**config.mk**
```make
export PLATFORM = sky130hd
export DESIGN_NAME = hazard_stall_ctrl
export DESIGN_NICKNAME = d
export VERILOG_FILES = /design/src/rtl/hazard_stall_ctrl.sv
export SDC_FILE = /design/constraint.sdc
export NUM_CORES = 1
export LEC_CHECK = 0
export ABC_AREA = 1
export BUFFER_PORTS_ARGS = -buffer_cell sky130_fd_sc_hd__clkbuf_2
export CORE_ASPECT_RATIO = 1.4
export CORE_MARGIN = 8
export CORE_UTILIZATION = 33
export DETAILED_ROUTE_END_ITERATION = 10
export PLACE_DENSITY_LB_ADDON = 0.08
export SLEW_MARGIN = 10
export SYNTH_ARGS = -nofsm -noshare
export SYNTH_HDL_FRONTEND = slang
export SYNTH_SLANG_ARGS = --single-unit
```
**constraint.sdc**
```tcl
create_clock -name clk -period 1.2 [get_ports clk]
set_clock_uncertainty 0.15 [all_clocks]
set_input_delay 0.06 -clock clk [delete_from_list [all_inputs] [get_ports clk]]
set_output_delay 0.06 -clock clk [all_outputs]
set_load 0.02 [all_outputs]
```
**src/rtl/hazard_stall_ctrl.sv**
```systemverilog
// ID-stage hazard detector: load-use and MDU HI/LO stalls, drives PC/IF_ID enables and ID_EX bubble.
// Optional stall performance counter enabled by defining STALL_PERF_EN.
module hazard_stall_ctrl #(
  parameter int unsigned MDU_LAT = 4,
  parameter int unsigned CNT_W   = 32
) (
  input  logic             clk,
  input  logic             rst_n,
  input  logic             ID_EX_MemRead,
  input  logic [4:0]       ID_EX_RegisterRt,
  input  logic [4:0]       IF_ID_RegisterRs,
  input  logic [4:0]       IF_ID_RegisterRt,
  input  logic             IF_ID_UsesRs,
  input  logic             IF_ID_UsesRt,
  input  logic             IF_ID_UsesHiLo,
  input  logic             ID_EX_MduStart,
  output logic             PCWrite,
  output logic             IF_ID_Write,
  output logic             ID_EX_Bubble,
  output logic             mdu_busy,
  output logic             mdu_done,
  output logic [CNT_W-1:0] stall_count
);

  localparam int unsigned    CW     = $clog2(MDU_LAT);
  localparam logic [CW-1:0]  RELOAD = CW'(MDU_LAT - 1);

  typedef enum logic {IDLE, BUSY} state_e;

  state_e          state_q, state_d;
  logic [CW-1:0]   cnt_q, cnt_d;
  logic            load_use;
  logic            hilo_stall;
  logic            stall;

  always_ff @(posedge clk or negedge rst_n) begin
    if (!rst_n) begin
      state_q <= IDLE;
      cnt_q   <= '0;
    end else begin
      state_q <= state_d;
      cnt_q   <= cnt_d;
    end
  end

  // A start while already busy simply restarts the latency window.
  always_comb begin
    state_d = state_q;
    cnt_d   = cnt_q;
    if (ID_EX_MduStart) begin
      state_d = BUSY;
      cnt_d   = RELOAD;
    end else if (state_q == BUSY) begin
      cnt_d = cnt_q - CW'(1);
      if (cnt_q == CW'(1)) state_d = IDLE;
    end
  end

  always_comb begin
    load_use = ID_EX_MemRead && (ID_EX_RegisterRt != 5'd0) &&
               ((IF_ID_UsesRs && (ID_EX_RegisterRt == IF_ID_RegisterRs)) ||
                (IF_ID_UsesRt && (ID_EX_RegisterRt == IF_ID_RegisterRt)));
    // Outputs are held at their idle values while reset is asserted.
    mdu_busy     = rst_n && (ID_EX_MduStart || (state_q == BUSY));
    mdu_done     = (state_q == BUSY) && (cnt_q == CW'(1));
    hilo_stall   = mdu_busy && IF_ID_UsesHiLo;
    stall        = rst_n && (load_use || hilo_stall);
    PCWrite      = !stall;
    IF_ID_Write  = !stall;
    ID_EX_Bubble = stall;
  end

`ifdef STALL_PERF_EN
  logic [CNT_W-1:0] stall_cnt_q;

  always_ff @(posedge clk or negedge rst_n) begin
    if (!rst_n) stall_cnt_q <= '0;
    else if (stall) stall_cnt_q <= stall_cnt_q + CNT_W'(1);
  end

  assign stall_count = stall_cnt_q;
`else
  assign stall_count = '0;
`endif

endmodule
```
==> impl_metrics.yaml <==
run_status:
  outcome: "finished, violations left"
  violations: "negative setup slack"
drt:
  dr.pass1.iters: 4
  drt_iter0_markers: 3
  vias: 641
  vias_per_cell: 3.75
  wl_per_cell_microns: 9.71
  drc_errors: 0
  wl_microns: 1660
  ant_nets: 0
worst_setup_path:
  path_max_fanout: 2
  arrival_ns: 1.15
  end_kind: "output port"
  start_kind: "flip-flop"
  crit_required_ns: 0.99
  critical_path_class: "flip-flop to output port"
clocking:
  clkTransAtPathRegs_ns: 0.04
  clk-insertion-delay-late_ns: 0.24
  cts_tree: "yes"
  cts_root_buffer: "clkbuf_4"
  clock_sinks: 3
  cts_made_buffers: 3
  htreeDepth: 1
  cts_max_path_buffers: 2
grt:
  grt_pass1_vias: 658
  track_usage_pct: 8.59
  grt_pass1_wl_microns: 2470
  grt_overflow_total: 0
  grt_max_degree: 5
  antenna_found_initial: 0
sta:
  setup_slack_ns: -0.160
  tns_ns: -0.417
  rsz0062_at_grt: "true"
  final-max-slew-violation-count: 0
  period_minus_slack_ns: 1.36
  hold_violations: 0
  fin_crit_sh_pct: 113
  whs_ns: 0.0544
  setup_viol: 4
  fmax_mhz: 735
floorplan:
  top_level_ports: 59
  dieArea_sq_mm: 0.00362
  dieWidth_microns: 53.2
  rows: 19
  core_sq_mm: 0.00190
  start_util_pct: 33.6
  chipHeight_microns: 68.0
yosys:
  syn_inst: 111
  synth_async_sr_flop_share_pct: 100
  yosysSeqAreaShare_pct: 11.8
  yosysMostFrequentCell: "buf_4"
  synth-edff-count: 0
  synth_area_leaders: "buf_4, nand2_1, dfrtp_1, inv_1, nor2_1"
  synth_common_cells: "buf_4, nand2_1, inv_1"
  ys.flop_type: "dfrtp_1"
  yosysWarningCount: 0
  synth-seq-cells: 3
  netlist.top_cell.by_area: "buf_4"
  synth_cell_types: 14
  synthesis.area_sq_um: 638
  synth_top_area_share_pct: 38.8
  syn_area_per_cell_sq_um: 5.75
final_layout:
  final_nets: 174
  drive_above_1_share_pct: 36.7
  syn2layout_area_growth_pct: 35.7
  antennaDiodeCount: 0
  fin_util_pct: 45.5
  final_cells: 171
power_and_ir_drop:
  power_mw: 0.933
  p_leak_nw: 0.577
  irDropWorstVdd_uv: 850
  power_density_mw_per_mm2: 1080
placed_design:
  hpwl_microns: 1400
  gp_congestion: 0.753
  dp.cells: 157
  port_buffers: 26
run:
  cap_violations: 0
min_path:
  min-delay-path-class: "input port to asynchronous set/reset pin"
==> final timing paths <==
check | cells past startpoint | start | slack, ns | endpoint
min in group clk | 4 | IF_ID_UsesHiLo | 0.32 | ID_EX_Bubble
min | 2 | rst_n | 0.05 | state_q$_DFF_PN0_
min reg2reg | 2 | state_q$_DFF_PN0_ | 0.44 | cnt_q[1]$_DFFE_PN0N_
max | 6 | state_q$_DFF_PN0_ | -0.16 | IF_ID_Write
max in group asynchronous | 2 | rst_n | 0.68 | cnt_q[0]$_DFFE_PN0N_
max reg2reg | 5 | state_q$_DFF_PN0_ | 0.07 | cnt_q[0]$_DFFE_PN0N_
==> layout make-up <==
cell class                      instances  area, sq um
Sequential cell                         3         75.1
Fill cell                             219         1040
Timing Repair Buffer                   37          259
Inverter                               20         75.1
Tap cell                               21         26.3
Multi-Input combinational cell         86          404
Clock buffer                            4         26.3
==> per-layer routing <==
| layer | global-route usage, % | share of wire (%) | up-vias |
|---|---|---|---|
| met5 | 0 | 0 | - |
| met4 | 3.80 | 0.84 | 0 |
| met3 | 2.61 | 12 | 2 |
| met2 | 17.8 | 59 | 25 |
| met1 | 6.83 | 28 | 275 |
| li1 | - | - | 339 |
==> cell families after synthesis <==
group | share of synthesized area, %
buf+inv | 50.6
simple gates | 29.6
compound gates | 5.49
flops | 11.8
fa+ha+maj | 1.96
other cells | 0.588
==> cells in the final DEF (no fill, tap or decap), drive strengths merged <==
| cell | count |
|---|---|
| a21oi | 4 |
| buf | 12 |
| clkbuf | 26 |
| conb | 32 |
| dfrtp | 3 |
| dlygate4sd3 | 3 |
| ha | 1 |
| inv | 20 |
| nand2 | 33 |
| nand3 | 3 |
| nand4 | 1 |
| nor2 | 9 |
| o21ai | 3 |
==> per-stage QoR <==
stage / setup slack (ns) / area (sq um)
after floorplan: -0.0383 / 783
after global placement: 0.0450 / 696
after detailed placement: 0.0319 / 696
after CTS: -0.156 / 837
after global routing: -0.220 / 866
final: -0.160 / 866
==> flip-flops by register name, summed over array words and instances (netlist names) <==
| signal | cells |
|---|---|
| cnt_q | 2 |
| state_q | 1 |
==> what timing repair did <==
| action | CTS | global route |
|---|---|---|
| hold endpoints to repair | 6 | 0 |
| gates resized for setup | 12 | 8 |
| setup buffers | 7 | 2 |
| hold buffers | 3 | 0 |
| pin swaps | 2 | 1 |
| endpoints found under the setup margin | 5 | 7 |
==> report_power, final <==
group          switching [mW]  internal [mW]  total (mW)
clock                  0.0592          0.125       0.184
combinational           0.317          0.278       0.595
sequential             0.0214          0.132       0.154
==> critical path, stage by stage (launching register included) <==
cell     delay (ns)
dfrtp_1        0.38
inv_2          0.08
a21oi_4        0.05
nand2_2        0.06
inv_2          0.04
a21oi_4        0.15
buf_8          0.13
Note: power is estimated with default switching activity, not from simulation.
